## src/rtl/fifo_sel_arb.sv

```systemverilog
// Arbiter over PORT_NUM FIFO request bits, fixed-priority or round-robin.
// A grant is locked until the consumer releases it, the requester drops, or the hold timeout expires.
module fifo_sel_arb #(
    parameter int PORT_NUM = 12,
    parameter int IDX_W    = 4,
    parameter int MAX_HOLD = 0
) (
    input  logic                glb_clk,
    input  logic                glb_areset,
    input  logic [PORT_NUM-1:0] fifo_sel_bits,
    input  logic                arb_mode,
    input  logic                sel_release,
    output logic [7:0]          fifo_sel_res_final,
    output logic                sel_valid,
    output logic [IDX_W-1:0]    sel_idx,
    output logic [PORT_NUM-1:0] sel_onehot,
    output logic [15:0]         hold_cnt
);

    typedef enum logic {IDLE, GRANT} state_t;

    localparam logic [IDX_W-1:0] LAST_IDX   = IDX_W'(PORT_NUM - 1);
    localparam logic [IDX_W:0]   PORT_NUM_W = (IDX_W + 1)'(PORT_NUM);
    localparam logic [15:0]      HOLD_LIMIT = 16'(MAX_HOLD - 1);

    state_t                state_q, state_d;
    logic [IDX_W-1:0]      idx_q, idx_d;
    logic [IDX_W-1:0]      rr_q, rr_d;
    logic [15:0]           hold_q, hold_d;
    logic [PORT_NUM-1:0]   onehot_q, onehot_d;
    logic [7:0]            res_q, res_d;

    logic [IDX_W-1:0]      nxt_ptr;
    logic [IDX_W-1:0]      base;
    logic [PORT_NUM-1:0]   rot;
    logic [IDX_W-1:0]      rot_off;
    logic [IDX_W:0]        win_sum;
    logic [IDX_W-1:0]      win_idx;
    logic                  win_found;
    logic                  rel;
    logic                  arb;

    assign nxt_ptr = (idx_q == LAST_IDX) ? '0 : idx_q + 1'b1;

    assign rel = sel_release || !fifo_sel_bits[idx_q] ||
                 ((MAX_HOLD != 0) && (hold_q == HOLD_LIMIT));

    // On a release the search already starts past the released port, so regrant needs no bubble.
    assign base = arb_mode ? ((state_q == GRANT) ? nxt_ptr : rr_q) : '0;

    assign rot = PORT_NUM'({fifo_sel_bits, fifo_sel_bits} >> base);

    always_comb begin
        win_found = 1'b0;
        rot_off   = '0;
        for (int i = PORT_NUM - 1; i >= 0; i--) begin
            if (rot[IDX_W'(i)]) begin
                win_found = 1'b1;
                rot_off   = IDX_W'(i);
            end
        end
    end

    assign win_sum = {1'b0, base} + {1'b0, rot_off};
    assign win_idx = (win_sum >= PORT_NUM_W) ? IDX_W'(win_sum - PORT_NUM_W)
                                             : win_sum[IDX_W-1:0];

    always_comb begin
        state_d  = state_q;
        idx_d    = idx_q;
        rr_d     = rr_q;
        hold_d   = hold_q;
        arb      = 1'b0;
        onehot_d = '0;
        res_d    = 8'd0;

        case (state_q)
            IDLE: arb = |fifo_sel_bits;
            GRANT: begin
                if (rel) begin
                    arb  = 1'b1;
                    rr_d = nxt_ptr;
                end else if (hold_q != 16'hFFFF) begin
                    hold_d = hold_q + 16'd1;
                end
            end
            default: state_d = IDLE;
        endcase

        if (arb) begin
            state_d = win_found ? GRANT : IDLE;
            idx_d   = win_found ? win_idx : '0;
            hold_d  = '0;
        end

        if (state_d == GRANT) begin
            onehot_d[idx_d] = 1'b1;
            res_d           = 8'd128 + 8'(idx_d);
        end
    end

    always_ff @(posedge glb_clk or posedge glb_areset) begin
        if (glb_areset) begin
            state_q  <= IDLE;
            idx_q    <= '0;
            rr_q     <= '0;
            hold_q   <= '0;
            onehot_q <= '0;
            res_q    <= '0;
        end else begin
            state_q  <= state_d;
            idx_q    <= idx_d;
            rr_q     <= rr_d;
            hold_q   <= hold_d;
            onehot_q <= onehot_d;
            res_q    <= res_d;
        end
    end

    assign sel_valid          = (state_q == GRANT);
    assign sel_idx            = idx_q;
    assign sel_onehot         = onehot_q;
    assign hold_cnt           = hold_q;
    assign fifo_sel_res_final = res_q;

endmodule
```

## config.mk

```make
export PLATFORM = sky130hd
export DESIGN_NAME = fifo_sel_arb
export DESIGN_NICKNAME = d
export VERILOG_FILES = /design/src/rtl/fifo_sel_arb.sv
export SDC_FILE = /design/constraint.sdc
export NUM_CORES = 1
export LEC_CHECK = 0
export CORE_AREA = 2 2 84 86
export DETAILED_ROUTE_END_ITERATION = 8
export DIE_AREA = 0 0 86 88
export PLACE_DENSITY = 0.7
export SETUP_SLACK_MARGIN = 0.1
export SKIP_LAST_GASP = 1
export SYNTH_ARGS = -nofsm -noshare
export SYNTH_HDL_FRONTEND = slang
export SYNTH_SLANG_ARGS = --single-unit
```

## constraint.sdc

```tcl
create_clock -name glb_clk -period 8.6 [get_ports glb_clk]
set_input_delay 1.72 -clock glb_clk [delete_from_list [all_inputs] [get_ports glb_clk]]
set_output_delay 1.72 -clock glb_clk [all_outputs]
set_load 0.05 [all_outputs]
```

==> results_dict.tcl <==
set metrics [dict create \
    cts.sinks 41 \
    nets 362 \
    hold_violations 0 \
    path_delay_family "compound AO/OA/AOI/OAI gates" \
    grt_usage_pct 19.8 \
    layout_worst_path_cycle_share_pct 80.8 \
    synth_cells 293 \
    synth_common_cells "41 x dfrtp_1, 38 x mux2i_1, 24 x nor2_1, 20 x nand2_1, 12 x inv_1" \
    final_layout_size_suffix_gt1_share_pct 11.8 \
    grt_pass1_wl_mm 11.9 \
    synth_area_leaders "dfrtp_1 35%, mux2i_1 13%, mux4_2 6.9%, nor2_1 3.1%, ha_1 2.5%" \
    setup_viol 0 \
    yosysSeqAreaShare_pct 34.8 \
    cp-startpoint "arb_mode" \
    leakage_nw 1.53 \
    firstDrtPassIters 4 \
    portBuffers 53 \
    ys.flop_type "dfrtp_1" \
    path_buf_inv 3 \
    clockRootBuffer "clkbuf_8" \
    ant_nets 0 \
    fp.dieW_um 86 \
    crit_path_top_delay_cell "mux4_2" \
    start_util_pct 44.4 \
    dp.cells 412 \
    slowest_delay_ns 0.74 \
    powerDensity_mw_per_mm2 329 \
    yosysMostFrequentCell "dfrtp_1" \
    crit_fanout 19 \
    cp.required_ns 8.81 \
    die_area_mm2 0.00757 \
    worst_skew_pair.late_latency_ns 0.29 \
    synth-async-reset-ratio_pct 100 \
    stdcell_count 420 \
    clock_path_buffers 2 \
    worst-path-stages 19 \
    vias 2387 \
    cts_buffers 5 \
    clk_pin_slew_ns 0.08 \
    antenna_found_initial 0 \
    first_global_vias 2381 \
    core_mm2 0.00664 \
    synthDistinctLibCells 60 \
    syn_to_final_growth_pct 20.9 \
    ys_ff_latch 41 \
    place_congestion 0.859 \
    final.min_clock_period_ns 6.95 \
    ctsHoldBuffers 0 \
    die_y_um 88 \
    synth_top_area_share_pct 34.8 \
    hold_class "register to register" \
    cts_tree "yes" \
    diodes 0 \
    ys_warn_count 0 \
    drtIter0Drc 75 \
    avgSynthCellArea_um2 10.1 \
    yosys.area.top_type "dfrtp_1" \
    cp_cell_sequence "clkdlybuf4s50_1 -> o2111ai_2 -> mux4_2 -> mux2i_1 -> mux2i_1 -> nand2b_1 -> a221o_1 -> a21oi_2 -> ha_1 -> inv_1 -> fa_1 -> xor2_1 -> inv_1 -> ha_1 -> a22oi_1 -> nor2_1 -> o41ai_4 -> nand2_2 -> nor3_2" \
    worstMarginPinSlew_ns 1.18 \
    start_kind "primary input" \
    drc 0 \
    cap_viol_max_count 0 \
    dp_hpwl_mm 5.07 \
    slew-limit-headroom_pct 21.4 \
    ff2ff_path_depth 20 \
    criticalPathCategory "primary input to register" \
    rsz0062_at_grt "false" \
    irDropWorstVdd_mv 0.199 \
    min_path_cells 1 \
    reg2reg_from "sel_idx[1]$_DFF_PP0_" \
    cts.repair.resized 0 \
    cts_max_level 2 \
    viasPerCell 5.68 \
    grt_start_max_net_pins 42 \
    status "finished clean" \
    grt_remaining_overflow 0 \
    synth_edf_count 0 \
    io_pins 57 \
    worst_ep_arrival_time_ns 7.16 \
    crit_path_end_kind "register" \
    worstHoldStart "rr_q[3]$_DFFE_PP0P_" \
    syn_area_mm2 0.00295 \
    max_freq_ghz 0.144 \
    tns_ns 0 \
    hold-worst-slack_ns 0.499 \
    row_count 30 \
    wirelength_mm 7.01 \
    cts_setup_buffers 0 \
    clock_skew_ns 0.00549 \
    slew_viol_final 0 \
    wl_per_cell_um 16.7 \
]
cell type report:
cell class | instances | area [um2]
Clock buffer | 5 | 68.8
Clock inverter | 3 | 17.5
Multi-Input combinational cell | 223 | 1770
Timing Repair Buffer | 54 | 538
Sequential cell | 41 | 1030
Fill cell | 626 | 3080
Inverter | 14 | 52.6
Tap cell | 80 | 100
where the power goes:
| part | leakage, nW | switching, mW | total, mW | internal (mW) |
|---|---|---|---|---|
| Combinational | 0.941 | 0.462 | 0.774 | 0.312 |
| Sequential | 0.546 | 0.0397 | 0.276 | 0.236 |
| Clock | 0.0439 | 0.0673 | 0.123 | 0.0560 |
| Total | 1.53 | 0.569 | 1.17 | 0.604 |
metal layers:
metal	part of all wire, %	wire length, um	global-route usage, %	vias up
li1	-	-	-	1146
met1	47	3280	27.7	1177
met2	47	3300	32.0	58
met3	5.3	372	3.77	6
met4	0.80	56	4.76	0
met5	0	0	0	-
registers in the layout, indices dropped and copies added, names as in the netlist:
register / flops
fifo_sel_res_final: 5
sel_idx: 4
rr_q: 4
sel_onehot: 12
hold_cnt: 16
kinds of logic (layout without fill, tap and decap cells):
| logic type | Yosys count | after routing | share of synthesized area [%] |
|---|---|---|---|
| and+or+nand+nor | 103 | 103 | 18.4 |
| xor gates and xnor gates | 12 | 12 | 3.56 |
| AOI/OAI and AO/OA | 45 | 45 | 11.9 |
| DFF | 41 | 41 | 34.8 |
| muxes | 53 | 53 | 22.2 |
| adders and majority gates | 7 | 7 | 3.22 |
| buffers and inverters | 31 | 76 | 5.85 |
| other | 1 | 3 | 0.127 |
layout by cell type, fill, tap and decap left out, types with 3 or more instances in the layout:
cell / count
nor3_1: 8
nand2b_1: 5
and2_1: 5
ha_1: 6
xnor2_1: 6
a21oi_1: 7
xor2_1: 6
mux4_2: 9
nand2_1: 20
nor2_1: 24
and3_1: 3
clkdlybuf4s50_1: 53
o21ai_0: 9
mux2_2: 5
conb_1: 3
nand3_1: 8
nor3b_1: 3
nor2b_1: 4
mux2i_1: 38
inv_1: 12
a21o_1: 4
clkbuf_8: 5
nor3_2: 3
o21ai_1: 3
nor4_1: 6
dfrtp_1: 41
worst register-to-register path, cell delays in order (launching register included):
cell and delay, ns:
dfrtp_1 0.56, ha_1 0.33, nand4b_1 0.12, o2111ai_2 0.62, mux4_2 0.74, mux2i_1 0.20, mux2i_1 0.12, nand2b_1 0.17
a221o_1 0.33, a21oi_2 0.16, ha_1 0.18, inv_1 0.06, fa_1 0.42, xor2_1 0.26, inv_1 0.09, ha_1 0.21
a22oi_1 0.30, nor2_1 0.12, o41ai_4 0.49, nand2_2 0.17, nor3_2 0.20
final timing paths:
kind                                                  to  slack, ns
worst min register to register       rr_q[3]$_DFFE_PP0P_       0.50
worst min-delay path                 rr_q[3]$_DFFE_PP0P_       0.50
worst max register to register   sel_onehot[8]$_DFF_PP0_       2.66
worst max-delay path             sel_onehot[8]$_DFF_PP0_       1.65
min in group asynchronous        hold_cnt[3]$_DFFE_PP0P_       1.84
max in group asynchronous       hold_cnt[12]$_DFFE_PP0P_       6.42
per-stage QoR:
| step | total power, mW | setup slack (ns) | utilization [%] | instance area (um2) |
|---|---|---|---|---|
| after floorplan | 0.874 | 3.03 | - | 2960 |
| after global placement | 1.03 | 1.65 | 52.4 | 3480 |
| after detailed placement | 1.05 | 1.38 | 52.4 | 3480 |
| after CTS | 1.18 | 1.68 | 53.7 | 3570 |
| after global routing | 1.26 | 1.14 | 53.7 | 3570 |
| final | 1.17 | 1.65 | 53.7 | 3570 |
No activity file was read; power rests on OpenSTA's default activity.
